===== src/rtl/mdp_pkg.sv =====
// Shared opcode/funct encodings, FSM states and ALU operations for the multicycle MIPS-subset datapath.
// Pure declarations: no latency, no flow control.
package mdp_pkg;

  localparam logic [5:0] OP_RTYPE = 6'h00;
  localparam logic [5:0] OP_ADDI  = 6'h08;
  localparam logic [5:0] OP_LW    = 6'h23;
  localparam logic [5:0] OP_SW    = 6'h2B;
  localparam logic [5:0] OP_BEQ   = 6'h04;
  localparam logic [5:0] OP_J     = 6'h02;
  localparam logic [5:0] OP_HALT  = 6'h3F;

  localparam logic [5:0] FN_ADD = 6'h20;
  localparam logic [5:0] FN_SUB = 6'h22;
  localparam logic [5:0] FN_AND = 6'h24;
  localparam logic [5:0] FN_OR  = 6'h25;
  localparam logic [5:0] FN_SLT = 6'h2A;

  typedef enum logic [2:0] {FETCH, DECODE, EXEC, MEM, WB, HALT} state_t;
  typedef enum logic [2:0] {ADD, SUB, AND, OR, SLT} alu_op_t;

  function automatic logic funct_valid(input logic [5:0] f);
    logic v;
    v = (f == FN_ADD) || (f == FN_SUB) || (f == FN_AND) || (f == FN_OR) || (f == FN_SLT);
    return v;
  endfunction

  function automatic alu_op_t funct_alu(input logic [5:0] f);
    alu_op_t op;
    case (f)
      FN_SUB:  op = SUB;
      FN_AND:  op = AND;
      FN_OR:   op = OR;
      FN_SLT:  op = SLT;
      default: op = ADD;
    endcase
    return op;
  endfunction

endpackage


===== src/rtl/mdp_regfile.sv =====
// 2-read/1-write register file; r0 reads zero and drops writes. Combinational reads,
// write lands on the clock edge; no flow control.
module mdp_regfile
  import mdp_pkg::*;
#(
  parameter int DATA_W    = 32,
  parameter int REG_COUNT = 32,
  localparam int AW       = $clog2(REG_COUNT)
) (
  input  logic              clk,
  input  logic              rst,
  input  logic [AW-1:0]     i_ra_a,
  input  logic [AW-1:0]     i_ra_b,
  output logic [DATA_W-1:0] o_rd_a,
  output logic [DATA_W-1:0] o_rd_b,
  input  logic              i_we,
  input  logic [AW-1:0]     i_wa,
  input  logic [DATA_W-1:0] i_wd
);

  logic [DATA_W-1:0] r_regs [REG_COUNT];

  always_ff @(posedge clk or posedge rst) begin
    if (rst) begin
      for (int i = 0; i < REG_COUNT; i++) r_regs[i] <= '0;
    end else if (i_we && (i_wa != '0)) begin
      r_regs[i_wa] <= i_wd;
    end
  end

  assign o_rd_a = (i_ra_a == '0) ? '0 : r_regs[i_ra_a];
  assign o_rd_b = (i_ra_b == '0) ? '0 : r_regs[i_ra_b];

endmodule


===== src/rtl/multicycle_datapath.sv =====
// Multicycle MIPS-subset core: FETCH/DECODE/EXEC/MEM/WB, 3-5 cycles per instruction plus ack waits.
// Instruction/data memories are req/ack; requests hold address and data stable until ack.
module multicycle_datapath
  import mdp_pkg::*;
#(
  parameter int              DATA_W    = 32,
  parameter int              REG_COUNT = 32,
  parameter logic [DATA_W-1:0] RESET_PC = '0
) (
  input  logic              clk,
  input  logic              rst,
  output logic              imem_req,
  output logic [DATA_W-1:0] imem_addr,
  input  logic              imem_ack,
  input  logic [31:0]       imem_rdata,
  output logic              dmem_req,
  output logic              dmem_we,
  output logic [DATA_W-1:0] dmem_addr,
  output logic [DATA_W-1:0] dmem_wdata,
  input  logic              dmem_ack,
  input  logic [DATA_W-1:0] dmem_rdata,
  output logic [DATA_W-1:0] alu_out,
  output logic [DATA_W-1:0] result,
  output logic [DATA_W-1:0] pc,
  output logic              retire,
  output logic              halted
);

  localparam int AW = $clog2(REG_COUNT);

  state_t            r_state, w_state_nxt;
  logic [31:0]       r_ir;
  logic [DATA_W-1:0] r_pc, r_alu_out, r_result, r_mdr, r_dmem_addr, r_dmem_wdata;

  logic [5:0]        w_op, w_funct;
  logic [AW-1:0]     w_rs, w_rt, w_rd;
  logic [DATA_W-1:0] w_imm, w_rs_val, w_rt_val, w_alu_b, w_alu_res;
  logic [DATA_W-1:0] w_pc4, w_br_target, w_j_target, w_wb_data;
  logic              w_is_r, w_is_addi, w_is_lw, w_is_sw, w_is_beq, w_is_j;
  logic              w_rf_we, w_retire;
  logic [AW-1:0]     w_rf_wa;
  alu_op_t           w_alu_op;

  assign w_op    = r_ir[31:26];
  assign w_funct = r_ir[5:0];
  assign w_rs    = r_ir[21 +: AW];
  assign w_rt    = r_ir[16 +: AW];
  assign w_rd    = r_ir[11 +: AW];
  assign w_imm   = {{(DATA_W-16){r_ir[15]}}, r_ir[15:0]};

  // Unknown opcodes and unknown R-type functs all fall through as NOP (EXEC -> WB, no write).
  assign w_is_r    = (w_op == OP_RTYPE) && funct_valid(w_funct);
  assign w_is_addi = (w_op == OP_ADDI);
  assign w_is_lw   = (w_op == OP_LW);
  assign w_is_sw   = (w_op == OP_SW);
  assign w_is_beq  = (w_op == OP_BEQ);
  assign w_is_j    = (w_op == OP_J);

  assign w_pc4       = r_pc + DATA_W'(4);
  assign w_br_target = w_pc4 + (w_imm << 2);
  assign w_j_target  = {w_pc4[DATA_W-1:28], r_ir[25:0], 2'b00};

  mdp_regfile #(.DATA_W(DATA_W), .REG_COUNT(REG_COUNT)) u_regfile (
    .clk    (clk),
    .rst    (rst),
    .i_ra_a (w_rs),
    .i_ra_b (w_rt),
    .o_rd_a (w_rs_val),
    .o_rd_b (w_rt_val),
    .i_we   (w_rf_we),
    .i_wa   (w_rf_wa),
    .i_wd   (w_wb_data)
  );

  always_comb begin
    w_alu_op = ADD;
    if (w_op == OP_RTYPE) w_alu_op = funct_alu(w_funct);
    else if (w_is_beq)    w_alu_op = SUB;
  end

  assign w_alu_b = ((w_op == OP_RTYPE) || w_is_beq) ? w_rt_val : w_imm;

  always_comb begin
    case (w_alu_op)
      ADD:     w_alu_res = w_rs_val + w_alu_b;
      SUB:     w_alu_res = w_rs_val - w_alu_b;
      AND:     w_alu_res = w_rs_val & w_alu_b;
      OR:      w_alu_res = w_rs_val | w_alu_b;
      SLT:     w_alu_res = {{(DATA_W-1){1'b0}}, ($signed(w_rs_val) < $signed(w_alu_b))};
      default: w_alu_res = '0;
    endcase
  end

  assign w_rf_we   = (r_state == WB) && (w_is_r || w_is_addi || w_is_lw);
  assign w_rf_wa   = w_is_r ? w_rd : w_rt;
  assign w_wb_data = w_is_lw ? r_mdr : r_alu_out;

  always_ff @(posedge clk or posedge rst) begin
    if (rst) r_state <= FETCH;
    else     r_state <= w_state_nxt;
  end

  always_comb begin
    w_state_nxt = r_state;
    w_retire    = 1'b0;
    case (r_state)
      FETCH:  if (imem_ack) w_state_nxt = DECODE;
      DECODE: w_state_nxt = (w_op == OP_HALT) ? HALT : EXEC;
      EXEC: begin
        if (w_is_lw || w_is_sw) begin
          w_state_nxt = MEM;
        end else if (w_is_beq || w_is_j) begin
          w_state_nxt = FETCH;
          w_retire    = 1'b1;
        end else begin
          w_state_nxt = WB;
        end
      end
      MEM: begin
        if (dmem_ack) begin
          if (w_is_lw) begin
            w_state_nxt = WB;
          end else begin
            w_state_nxt = FETCH;
            w_retire    = 1'b1;
          end
        end
      end
      WB: begin
        w_state_nxt = FETCH;
        w_retire    = 1'b1;
      end
      HALT:    w_state_nxt = HALT;
      default: w_state_nxt = FETCH;
    endcase
  end

  // PC only moves when an instruction retires, so it names the instruction in flight throughout.
  always_ff @(posedge clk or posedge rst) begin
    if (rst) begin
      r_ir         <= '0;
      r_pc         <= RESET_PC;
      r_alu_out    <= '0;
      r_result     <= '0;
      r_mdr        <= '0;
      r_dmem_addr  <= '0;
      r_dmem_wdata <= '0;
    end else begin
      case (r_state)
        FETCH: if (imem_ack) r_ir <= imem_rdata;
        EXEC: begin
          r_alu_out <= w_alu_res;
          if (w_is_lw || w_is_sw) begin
            r_dmem_addr  <= w_alu_res;
            r_dmem_wdata <= w_rt_val;
          end
          if (w_is_beq) r_pc <= (w_rs_val == w_rt_val) ? w_br_target : w_pc4;
          if (w_is_j)   r_pc <= w_j_target;
        end
        MEM: begin
          if (dmem_ack) begin
            if (w_is_lw) r_mdr <= dmem_rdata;
            else         r_pc  <= w_pc4;
          end
        end
        WB: begin
          r_pc <= w_pc4;
          if (w_rf_we) r_result <= w_wb_data;
        end
        default: ;
      endcase
    end
  end

  // FETCH is also the reset state, so the fetch request is masked while reset is held.
  assign imem_req   = (r_state == FETCH) && !rst;
  assign imem_addr  = r_pc;
  assign dmem_req   = (r_state == MEM);
  assign dmem_we    = (r_state == MEM) && w_is_sw;
  assign dmem_addr  = r_dmem_addr;
  assign dmem_wdata = r_dmem_wdata;
  assign alu_out    = r_alu_out;
  assign result     = r_result;
  assign pc         = r_pc;
  assign retire     = w_retire;
  assign halted     = (r_state == HALT);

endmodule


===== config.mk =====
export PLATFORM = sky130hd
export DESIGN_NAME = multicycle_datapath
export DESIGN_NICKNAME = d
export VERILOG_FILES = /design/src/rtl/mdp_pkg.sv /design/src/rtl/mdp_regfile.sv /design/src/rtl/multicycle_datapath.sv
export SDC_FILE = /design/constraint.sdc
export NUM_CORES = 2
export LEC_CHECK = 0
export CAP_MARGIN = 30
export CORE_MARGIN = 2
export CORE_UTILIZATION = 55
export DETAILED_ROUTE_END_ITERATION = 7
export HOLD_SLACK_MARGIN = 0.12
export PLACE_DENSITY = 0.76
export SLEW_MARGIN = 20
export SYNTH_ARGS = -nofsm -noshare
export SYNTH_HDL_FRONTEND = slang
export SYNTH_SLANG_ARGS = --single-unit

===== constraint.sdc =====
create_clock -name clk -period 73.9 [get_ports clk]
set_input_delay 18.475 -clock clk [delete_from_list [all_inputs] [get_ports clk]]
set_output_delay 18.475 -clock clk [all_outputs]
set_load 0.01 [all_outputs]

==> Yosys cells after proc, flatten, opt, wreduce, memory -nomap -nowiden <==
Index checks and enable logic that the tools add are counted.
{ "op_classes": {"add_sub_neg": 4, "magnitude_cmp": 5, "n_eq_ne": 25, "n_mux": 36, "n_bitwise": 5, "n_reduce_logical": 29} }
{ "ops": {"columns": ["op", "count"], "rows": [
  ["$bwmux W1024", 1],
  ["$mux W32", 14],
  ["$bmux W32 S5", 2],
  ["$demux W32 S5", 1],
  ["$pmux W32 S5", 1],
  ["$pmux W32 S3", 1],
  ["$add A32 B32 Y32", 2],
  ["$eq A6 B6 Y1 const B", 8],
  ["$add A32 B3 Y32 const B", 1],
  ["$and A32 B32 Y32", 1],
  ["$eq A32 B32 Y1", 1],
  ["$lt A32 B32 Y1", 1],
  ["$or A32 B32 Y32", 1],
  ["$sub A32 B32 Y32", 1],
  ["$mux W3", 7],
  ["$ge A6 B6 Y1 const B", 3],
  ["$not A5 Y6", 3],
  ["$pmux W3 S5", 1],
  ["$eq A3 B2 Y1 const B", 4],
  ["$pmux W3 S4", 1],
  ["$logic_not A5 Y1", 2],
  ["$eq A3 B3 Y1 const B", 3],
  ["$logic_or A1 B1 Y1", 9],
  ["$reduce_and A2 Y1", 4],
  ["19 further kinds", 31]
]} }
{ "word_totals": {"register_bits": 1251, "in_bits": 68, "output_inout_bits": 197, "wordCells": 144} }

==> Depth between registers and ports, before layout <==
{ "depth": {"ltp_word": 13, "depth_mapped": 23, "mapped_depth_nobuf": 21} }

==> By module <==
From an unflattened synthesis, not the netlist that was laid out.
{ "unflattened": {"hier_cells": 5553, "hier_area_um2": 71847.7} }
{ "modules_own_cells": {"columns": ["module", "instances", "cells_each", "area_each_um2", "seq_area_each_um2"], "rows": [
  ["mdp_regfile", 1, 3614, 54760.0, 25624.6],
  ["multicycle_datapath", 1, 1939, 17087.6, 5630.4]
]} }

==> Worst setup path before layout <==
OpenSTA, ideal clock, no wires.
{ "synth_timing": {"path_type": "input -> output", "start": "input dmem_ack", "end": "output retire", "arrival_time_ns": 19.605, "required_ns": 55.425, "setup_slack_ns": 35.820, "path_stages": 7, "n_path_buf": 2, "cell_sequence": "nand2_1 nor2_1 or2_2 buf_1 nor2_1 inv_1 clkbuf_1"} }
{ "synth_between": {"elab_chain_cells": 2} }
{ "synth_rtl": {"columns": ["element", "line", "source"], "rows": [
  ["start: declaration", "multicycle_datapath.sv:20", "input logic dmem_ack,"],
  ["$mux W1", "multicycle_datapath.sv:120", "if (dmem_ack) begin"],
  ["$pmux W1 S3", "multicycle_datapath.sv:106", "case (r_state)"],
  ["end: declaration", "multicycle_datapath.sv:25", "output logic retire,"]
]} }
Every way passes these cells.

==> Worst setup path after layout <==
Same ends and word-level chain as after synthesis.

==> impl_metrics.toml <==
[status]
status = "finished clean"

[sta]
timing.slew.headroom_pct = 28.4
fmax_ghz = 0.0255
tns_ps = 0
setup_ws_ps = 34680
fin_skew_ps = 36.0
rsz0062_at_grt = "no"
post-route-min-period_ps = 39220
report.final.setup_viol = 0
period_share_pct = 53.1
slew_viol_final = 0
whs_ps = 397
hold_violations = 0
tightest_slew_ps = 1070

[critical_path]
endpoint_kind = "output port"
critPathMostFrequentCell = "clkdlybuf4s50_1"
setup.worst_path.start_class = "input pin"
slowest_delay_ps = 640
critPathArrivalTime_ps = 20750
worst_path_max_delay_cell = "clkdlybuf4s50_1"
crit_type = "in2out"
required_ps = 55420
cp_max_fo = 15
path_cells = "clkdlybuf4s50_1 -> nand2_1 -> nor2_1 -> or2_2 -> nor2_2 -> inv_1 -> clkdlybuf4s50_1"

[yosys]
synth_ff_type = "dfrtp_1"
synth_cell_type_count = 86
ys_warn_count = 0
ys_seq_area_share_pct = 45.0
synth_area_per_cell_um2 = 10.3
synth.area.top_cells = "dfrtp_1 45%, mux4_2 12%, o21ai_0 6.0%"
synth_top_area_share_pct = 45.0
synth-seq-cells = 1249
synth_largest_area_cell = "dfrtp_1"
ys_top_cells_by_count = "1249 x dfrtp_1, 877 x nand2_1, 830 x o21ai_0"
async_reset_ff_share_pct = 100
syn-cell-area_um2 = 69400
synthCells = 6710
synth-edff-count = 0
synth.most_common_cell = "dfrtp_1"

[route]
drc = 0
dr.pass1.iters = 7
drt_iter0_drc = 7306
ant_nets = 0
vias = 56493
wl_per_cell_um = 27.5
routed_wl_um = 230000
vias_per_cell = 6.77

[finish]
drive_gt1_share_pct = 16.5
multi_input_area_um2 = 35100
nNetsFinal = 6806
seq_area_um2 = 31300
area_delta_synth_final_pct = 12.2
fillCellCount = 9646
stdcell_area_um2 = 77900
fin_util_pct = 62.1

[clock_network]
cts_root_buf = "clkbuf_16"
holdBufCountCts = 0
cts_buffers = 132
h-tree-depth = 4
clockBufferDepth = 3
cts_tree = "built"
clkTransAtPathRegs_ps = 60
cts_sinks = 1249
postCtsSetupBuffers = 0
cts_resized = 0
clk_latency_ps = 770

[placed_design]
io_buffers = 260
dp_slack_ps = 34720
dpl_cell_area_um2 = 73000
dp_hpwl_um = 142000
gp_congestion = 0.958

[global_route]
grt_max_degree = 173
track_usage_pct = 35.4
antenna_found_initial = 10
grt_pass1_vias = 56342
grt_pass1_wl_um = 347000
overflow = 0

[hold_path]
hold_class = "reg2reg"

[die]
rows = 130
ios = 265
coreArea_um2 = 125000
die_w_um = 359
dieArea_um2 = 129000
start_util_pct = 55.3
die_y_um = 359

[flow_run]
cap_violations = 0

[power]
vdd_drop_max_v = 0.0000250
p_leak_nw = 33.4
power_density_nw_per_um2 = 19.5
## stage by stage
step | power (mW) | std cells
finish | 1.52 | 8350
global route | 1.56 | 8349
CTS | 1.52 | 8337
detailed placement | 0.833 | 8105
global placement | 0.832 | 8084
floorplan | 0.791 | 6713
## critical path: cells and delay by family
family	cells	cell delay [ps]
AND/OR/NAND/NOR	4	670
buffers and inverters	3	1600
## cells in the final DEF, fill, tap and decap left out, types with 26 or more instances in the layout
| master | n |
|---|---|
| a22o_1 | 65 |
| a221o_1 | 28 |
| nand2_1 | 859 |
| buf_4 | 122 |
| and3_1 | 34 |
| o221ai_1 | 80 |
| o21bai_1 | 29 |
| ha_1 | 134 |
| a211oi_1 | 28 |
| a22oi_1 | 67 |
| dfrtp_1 | 1242 |
| inv_1 | 118 |
| mux2i_1 | 149 |
| clkbuf_16 | 139 |
| xor2_1 | 34 |
| a221oi_1 | 64 |
| mux2_2 | 204 |
| clkbuf_8 | 31 |
| a21oi_1 | 515 |
| mux4_2 | 381 |
| nand3_1 | 135 |
| a211o_1 | 66 |
| clkdlybuf4s50_1 | 260 |
| nor2_1 | 500 |
| xnor2_1 | 53 |
| a21o_1 | 26 |
| o21ai_0 | 829 |
## sequential cells by signal, indices dropped and copies added (netlist names)
| signal | cells |
|---|---|
| u_regfile.r_regs | 1024 |
| alu_out | 32 |
| dmem_addr | 32 |
| dmem_wdata | 32 |
| r_ir | 32 |
| r_mdr | 32 |
| result | 32 |
| imem_addr | 30 |
| r_state | 3 |
## cell families after synthesis
group	share of synthesized area [%]
buffers and inverters	5.28
adders and majority gates	2.50
muxes	18.8
xor gates and xnor gates	1.10
DFF	45.0
other	0.00540
AOI/OAI and AO/OA	16.7
and+or+nand+nor	10.5
## cell type report
type	count	area share (%)
tap	1650	2.65
sequential	1249	40.2
multi-input combinational	4676	45.1
clock buffer	192	5.09
clock inverter	40	0.709
timing repair buffer	423	5.71
antenna	1	0.00321
inverter	119	0.583
## layer usage
layer	vias up	track usage (%)	share of wire, %
met2	3413	53.6	45
met1	28225	45.6	38
met5	-	0	0.032
met3	786	11.8	12
li1	24059	-	-
met4	10	17.8	5.2
## path summary, 6_finish.rpt
check                                            start                endpoint  slack (ps)  depth (start not counted)
max in group asynchronous                          rst               result[3]       52250                          8
worst min register to register  u_regfile.r_regs[1021]  u_regfile.r_regs[1021]         400                          0
worst max-delay path                          dmem_ack                  retire       34680                          7
worst min-delay path            u_regfile.r_regs[1021]  u_regfile.r_regs[1021]         400                          0
min in group asynchronous                          rst             alu_out[26]       18130                          2
worst max register to register                r_ir[16]           dmem_addr[30]       65010                         21
## power breakdown
group	switching, mW	leakage [nW]	internal [mW]
Combinational	0.0932	13.8	0.0433
Sequential	0.00514	17.3	0.685
Clock	0.286	2.23	0.408
Note: power is estimated with default switching activity, not from simulation.
